[src/rtl/lca_pkg.sv]
// Shared LM/SM sequencer types: FSM state encoding, write-back select codes and register-list capture.
// Build option LMSM_SKIP_R7_EN masks R7 (the PC) out of every captured register list.
package lca_pkg;

    typedef enum logic [1:0] {
        ST_IDLE   = 2'b00,
        ST_ACCESS = 2'b01,
        ST_FINISH = 2'b10
    } state_t;

    localparam logic [1:0] WB_MEMDATA = 2'b00;
    localparam logic [1:0] WB_ALUOUT  = 2'b01;
    localparam logic [1:0] WB_IMM970  = 2'b10;
    localparam logic [1:0] WB_PCINC   = 2'b11;

    function automatic logic [7:0] capture_list(input logic [7:0] raw);
`ifdef LMSM_SKIP_R7_EN
        return {1'b0, raw[6:0]};
`else
        return raw;
`endif
    endfunction

endpackage

[src/rtl/lmsm_sequencer_if.sv]
// Decode/memory-side bundle for the LM/SM sequencer; the sequencer uses the slave modport.
interface lmsm_sequencer_if;
    import lca_pkg::*;

    // start is a one-cycle request taken only while busy=0; a transfer (memRead/memWrite,
    // memAddr, regIndex) is held stable until a cycle with memReady=1 and completes on that edge.
    logic        start;
    logic        isStore;
    logic [7:0]  regList;
    logic [15:0] baseAddr;
    logic        memReady;
    logic        busy;
    logic [15:0] memAddr;
    logic        memRead;
    logic        memWrite;
    logic [2:0]  regIndex;
    logic        regWrite;
    logic [1:0]  regSelect;
    logic        done;
    state_t      dbg_state;

    modport master (
        output start, isStore, regList, baseAddr, memReady,
        input  busy, memAddr, memRead, memWrite, regIndex, regWrite, regSelect, done, dbg_state
    );

    modport slave (
        input  start, isStore, regList, baseAddr, memReady,
        output busy, memAddr, memRead, memWrite, regIndex, regWrite, regSelect, done, dbg_state
    );

endinterface

[src/rtl/priority_encoder8.sv]
// Lowest-set-bit encoder: index of the lowest 1 in in_bits, valid=0 when in_bits is zero.
module priority_encoder8 (
    input  logic [7:0] in_bits,
    output logic [2:0] index,
    output logic       valid
);

    always_comb begin
        index = 3'd0;
        valid = 1'b0;
        // Scanning downward lets the lowest set bit overwrite any higher one.
        for (int i = 7; i >= 0; i--) begin
            if (in_bits[i]) begin
                index = 3'(i);
                valid = 1'b1;
            end
        end
    end

endmodule

[src/rtl/lmsm_sequencer.sv]
// LM/SM sequencer: walks the register list in ascending order, one memory transfer per register.
// Build option LMSM_SKIP_R7_EN drops R7 from the list at capture (see lca_pkg::capture_list).
module lmsm_sequencer
    import lca_pkg::*;
(
    input  logic            clk,
    input  logic            reset,
    lmsm_sequencer_if.slave bus
);

    state_t      state_q, state_d;
    logic [7:0]  pend_q, pend_d;
    logic [15:0] addr_q, addr_d;
    logic        store_q, store_d;

    logic [2:0]  cur_idx;
    logic        cur_valid;
    logic [7:0]  cur_onehot;
    logic [7:0]  remain;
    logic [7:0]  captured;
    logic        in_access;
    logic        reg_write;

    priority_encoder8 u_enc (
        .in_bits (pend_q),
        .index   (cur_idx),
        .valid   (cur_valid)
    );

    always_ff @(posedge clk or posedge reset) begin
        if (reset) begin
            state_q <= ST_IDLE;
            pend_q  <= 8'h00;
            addr_q  <= 16'h0000;
            store_q <= 1'b0;
        end else begin
            state_q <= state_d;
            pend_q  <= pend_d;
            addr_q  <= addr_d;
            store_q <= store_d;
        end
    end

    always_comb begin
        state_d    = state_q;
        pend_d     = pend_q;
        addr_d     = addr_q;
        store_d    = store_q;
        captured   = capture_list(bus.regList);
        cur_onehot = 8'(1) << cur_idx;
        remain     = pend_q & ~cur_onehot;
        case (state_q)
            ST_IDLE: begin
                if (bus.start) begin
                    pend_d  = captured;
                    addr_d  = bus.baseAddr;
                    store_d = bus.isStore;
                    state_d = (captured != 8'h00) ? ST_ACCESS : ST_FINISH;
                end
            end
            ST_ACCESS: begin
                // An empty pending list here is unreachable; leave rather than hang.
                if (!cur_valid) begin
                    state_d = ST_FINISH;
                end else if (bus.memReady) begin
                    pend_d = remain;
                    addr_d = addr_q + 16'd1;
                    if (remain == 8'h00) state_d = ST_FINISH;
                end
            end
            ST_FINISH: state_d = ST_IDLE;
            default:   state_d = ST_IDLE;
        endcase
    end

    // Everything except regWrite/regSelect decodes registered state only.
    always_comb begin
        in_access     = (state_q == ST_ACCESS) && cur_valid;
        reg_write     = in_access && !store_q && bus.memReady;
        bus.busy      = (state_q != ST_IDLE);
        bus.memAddr   = in_access ? addr_q : 16'h0000;
        bus.memRead   = in_access && !store_q;
        bus.memWrite  = in_access && store_q;
        bus.regIndex  = in_access ? cur_idx : 3'd0;
        bus.regWrite  = reg_write;
        bus.regSelect = reg_write ? WB_MEMDATA : WB_ALUOUT;
        bus.done      = (state_q == ST_FINISH);
        bus.dbg_state = state_q;
    end

endmodule

[src/flat_wrapper.sv]
// flat-port wrapper written by rule: the top's interface ports become plain ports
module lmsm_sequencer_flat import lca_pkg::*;
  (clk, reset, bus_start, bus_isStore, bus_regList, bus_baseAddr, bus_memReady, bus_busy, bus_memAddr, bus_memRead, bus_memWrite, bus_regIndex, bus_regWrite, bus_regSelect, bus_done, bus_dbg_state);
  lmsm_sequencer_if bus_i ();
  input  logic clk;
  input  logic reset;
  input wire logic [$bits(bus_i.start)-1:0] bus_start;
  input wire logic [$bits(bus_i.isStore)-1:0] bus_isStore;
  input wire logic [$bits(bus_i.regList)-1:0] bus_regList;
  input wire logic [$bits(bus_i.baseAddr)-1:0] bus_baseAddr;
  input wire logic [$bits(bus_i.memReady)-1:0] bus_memReady;
  output wire logic [$bits(bus_i.busy)-1:0] bus_busy;
  output wire logic [$bits(bus_i.memAddr)-1:0] bus_memAddr;
  output wire logic [$bits(bus_i.memRead)-1:0] bus_memRead;
  output wire logic [$bits(bus_i.memWrite)-1:0] bus_memWrite;
  output wire logic [$bits(bus_i.regIndex)-1:0] bus_regIndex;
  output wire logic [$bits(bus_i.regWrite)-1:0] bus_regWrite;
  output wire logic [$bits(bus_i.regSelect)-1:0] bus_regSelect;
  output wire logic [$bits(bus_i.done)-1:0] bus_done;
  output wire logic [$bits(bus_i.dbg_state)-1:0] bus_dbg_state;
  assign bus_i.start = bus_start;
  assign bus_i.isStore = bus_isStore;
  assign bus_i.regList = bus_regList;
  assign bus_i.baseAddr = bus_baseAddr;
  assign bus_i.memReady = bus_memReady;
  assign bus_busy = bus_i.busy;
  assign bus_memAddr = bus_i.memAddr;
  assign bus_memRead = bus_i.memRead;
  assign bus_memWrite = bus_i.memWrite;
  assign bus_regIndex = bus_i.regIndex;
  assign bus_regWrite = bus_i.regWrite;
  assign bus_regSelect = bus_i.regSelect;
  assign bus_done = bus_i.done;
  assign bus_dbg_state = bus_i.dbg_state;
  lmsm_sequencer u_core (.clk(clk), .reset(reset), .bus(bus_i));
endmodule
[config.mk]
export PLATFORM = sky130hd
export DESIGN_NAME = lmsm_sequencer_flat
export DESIGN_NICKNAME = d
export VERILOG_FILES = /design/src/rtl/lca_pkg.sv /design/src/rtl/lmsm_sequencer_if.sv /design/src/rtl/priority_encoder8.sv /design/src/rtl/lmsm_sequencer.sv /design/src/flat_wrapper.sv
export SDC_FILE = /design/constraint.sdc
export NUM_CORES = 1
export LEC_CHECK = 0
export CAP_MARGIN = 40
export CORE_MARGIN = 2
export CORE_UTILIZATION = 63
export DETAILED_ROUTE_END_ITERATION = 16
export DONT_BUFFER_PORTS = 1
export PLACE_DENSITY_LB_ADDON = 0.12
export SYNTH_ARGS = -nofsm -noshare
export SYNTH_HDL_FRONTEND = slang
export SYNTH_SLANG_ARGS = --single-unit
[constraint.sdc]
create_clock -name clk -period 2.8 [get_ports clk]
set_clock_uncertainty 0.2 [all_clocks]
set_input_delay 0.14 -clock clk [delete_from_list [all_inputs] [get_ports clk]]
set_output_delay 0.14 -clock clk [all_outputs]
set_load 0.01 [all_outputs]
==> flow_metrics.py <==
metrics = {
    "route": {
        "drc": 0,
        "avgRoutedWirePerCell_um": 17.6,
        "vias": 1882,
        "first_pass_iters": 4,
        "ant_nets": 0,
        "wirelength_um": 5000,
        "via_per_inst": 6.63,
        "drtIter0Drc": 165,
    },
    "yosys": {
        "synthArstFlopShare_pct": 100,
        "synth_top_flop_cell": "dfrtp_1",
        "synth_nets": 257,
        "synthesis.area_mm2": 0.00187,
        "synth_cells": 227,
        "seq_area_frac_synth_pct": 36.0,
        "post_synth.cell_area_avg_um2": 8.26,
        "ys_warn_count": 0,
        "synth-seq-cells": 27,
        "ys_types": 49,
        "synth_edf_count": 0,
    },
    "timing": {
        "period_minus_slack_ns": 2.61,
        "hold_viol": 0,
        "rsz0062_at_grt": "false",
        "max_freq_mhz": 383,
        "slew_headroom_pct": 58.7,
        "setup_viol": 0,
        "worstMarginPinSlew_ns": 0.617,
        "fin_tns_setup_ns": 0,
        "fin_crit_sh_pct": 93.3,
        "slew_violations": 0,
    },
    "placed_design": {
        "place.gp.congestion": 0.929,
        "io_buffers": 0,
        "dp_cells": 250,
        "hpwl_um": 3350,
    },
    "power_and_ir_drop": {
        "p_leak_nw": 0.928,
        "internal_power_mw": 1.35,
        "ir_worst_vdd_mv": 1.03,
        "p_switching_mw": 1.38,
        "pwr-share-comb_pct": 60.7,
        "powerDensity_mw_per_mm2": 1220,
        "p_clk_share_pct": 6.6,
        "seq_power_share_pct": 32.7,
        "switching_share_pct": 50.6,
    },
    "worst_setup_path": {
        "end_kind": "register",
        "path_class": "reg -> reg",
        "start_kind": "register",
        "cp_max_fo": 14,
        "crit_path_frequent_cell": "a21oi_1",
        "cpPeakStageDelay_ns": 0.55,
        "slowest_stage": "dlygate4sd3_1",
        "arrival_ns": 2.65,
        "critical_path.cell_chain": "nor4_4, a21oi_1, buf_4, a21oi_1, nor2_1, dlygate4sd3_1",
        "cp_data_required_time_ns": 2.84,
    },
    "floorplan": {
        "die_h_um": 58.5,
        "core_mm2": 0.00278,
        "rows": 19,
        "initial_core_util_pct": 67.4,
        "die_w_um": 58.5,
        "ioPinCount": 57,
        "die_area_mm2": 0.00343,
    },
    "final_layout": {
        "num_antenna_cells": 0,
        "fillCellCount": 173,
        "final_cells": 284,
        "num-nets-final": 284,
        "fin_util_pct": 80.6,
        "syn2layout_area_growth_pct": 19.6,
        "drive_gt1_share_pct": 12.6,
    },
    "clocking": {
        "cts_root_buf": "clkbuf_4",
        "clkTransAtPathRegs_ns": 0.16,
        "ctsLongestPathBuffers": 2,
        "htreeDepth": 1,
        "cts_sinks": 27,
        "cts_buffers": 3,
        "insertion_delay_ns": 0.33,
        "cts_tree": "built",
    },
    "global_routing": {
        "grt_pass1_vias": 1737,
        "grt_max_degree": 29,
        "grt_pass1_wl_um": 8140,
        "antenna_found_initial": 0,
        "grt.total_usage_pct": 31.2,
        "grt_overflow_total": 0,
    },
    "run_status": {
        "outcome": "completed",
    },
    "run": {
        "maxCapViolations": 0,
    },
    "worst_hold_path": {
        "hold_class": "in -> async",
    },
}
-- logic make-up after synthesis --
| group | after synthesis | share of synthesized area (%) |
|---|---|---|
| AND/OR/NAND/NOR | 92 | 26.4 |
| multiplexers | 2 | 1.13 |
| flip-flops | 27 | 36.0 |
| other | 1 | 0.200 |
| AO/OA/AOI/OAI | 81 | 29.2 |
| buffers and inverters | 23 | 6.41 |
| adder cells (fa/ha/maj) | 1 | 0.667 |
-- cell type report --
cell class              instances  area, um2  area share (%)
inverters                       5       18.8           0.837
flip-flops and latches         27        676            30.1
well taps                      31       38.8            1.73
clock buffers                   3       22.5            1.00
repair buffers                 40        400            17.9
clock inverters                 1       5.00           0.223
multi-input cells             177       1080            48.2
-- critical path: cells and delay by family, from the launching register on --
family	cells	cell delay, ns
simple gates	2	0.56
flops	1	0.51
buf+inv	2	0.81
compound gates	2	0.42
-- synth_stat cells (2+ instances only) --
cell       instances  area [um2]
a211o_2            2        20.0
a21oi_1           27         135
a22o_1             6        52.6
a2bb2oi_1          5        43.8
a31oi_1            2        12.5
and2_1            17         106
buf_2              3        15.0
buf_4              2        15.0
buf_6              3        33.8
clkbuf_1          10        37.5
dfrtp_1           27         676
inv_1              5        18.8
nand2_1           25        93.8
nand2b_1           3        18.8
nand3_1            9        45.0
nand4_1            4        25.0
nor2_1            11        41.3
nor2b_1            5        31.3
nor3_1             7        35.0
nor4_1             3        18.8
o21ai_0           17        85.1
o22a_1             2        17.5
o22ai_1            5        31.3
or2_2              2        12.5
-- timing repair --
item,in CTS,in global routing
hold buffers,29,0
endpoints found under the hold margin,54,0
gates resized for setup,0,0
setup buffers,0,0
-- metal layers --
metal  vias to the layer above  part of all wire [%]  track usage (%)
met4                         0                   1.6             10.3
met5                         -                     0                0
met3                        12                   8.8             5.49
met1                       885                    43             42.9
li1                        880                     -                -
met2                       105                    47             49.9
-- state kept, by name (all words and copies together), names as in the netlist --
register,count
u_core.addr_q,16
u_core.bus.dbg_state,2
u_core.pend_q,8
u_core.store_q,1
-- final timing paths --
kind	endpoint	slack, ns	start	cells past startpoint
min	u_core.store_q	0.02	reset	2
max	u_core.bus.dbg_state[0]	0.19	u_core.pend_q[3]	6
min reg2reg	u_core.addr_q[5]	0.36	u_core.addr_q[5]	1
max in group asynchronous	u_core.addr_q[5]	1.94	reset	3
max reg2reg	u_core.bus.dbg_state[0]	0.19	u_core.pend_q[3]	6
min in group clk	u_core.bus.dbg_state[1]	0.03	bus_regList[3]	3
-- power by group through the flow --
stage	Sequential, mW	Combinational, mW	Clock, mW
floorplan	0.759	1.37	0
finish	0.893	1.66	0.181
global route	0.926	1.83	0.191
CTS	0.880	1.61	0.180
global placement	0.869	1.50	0
detailed placement	0.887	1.55	0
-- cells in the final DEF (no fill, tap or decap), types with 2 or more instances in the layout --
cell type and n:
dfrtp_1 27, a211o_2 2, nand2_1 25, clkbuf_4 3, o22a_1 2, dlygate4sd3_1 29, buf_4 9, and2_1 17
a31oi_1 2, nor3_1 7, o22ai_1 5, nor4_1 3, o21ai_0 17, nor2b_1 4, a2bb2oi_1 5, a22o_1 6
nand3_1 9, nand2b_1 3, inv_1 5, nand4_1 4, a21oi_1 27, nor2_1 11, or2_2 2
-- through the flow --
stage | hold WS [ns] | setup slack [ns] | power (mW) | instance area [um2]
3_3_place_gp | 0.0590 | 0.527 | 2.37 | 1880
6_report | 0.0209 | 0.187 | 2.73 | 2240
2_1_floorplan | -0.00728 | 0.793 | 2.13 | 1870
3_5_place_dp | -0.165 | 0.422 | 2.44 | 1910
5_1_grt | 0.0403 | 0.0162 | 2.94 | 2240
4_1_cts | 0.0235 | 0.219 | 2.67 | 2230
(Power assumes the default switching activity.)
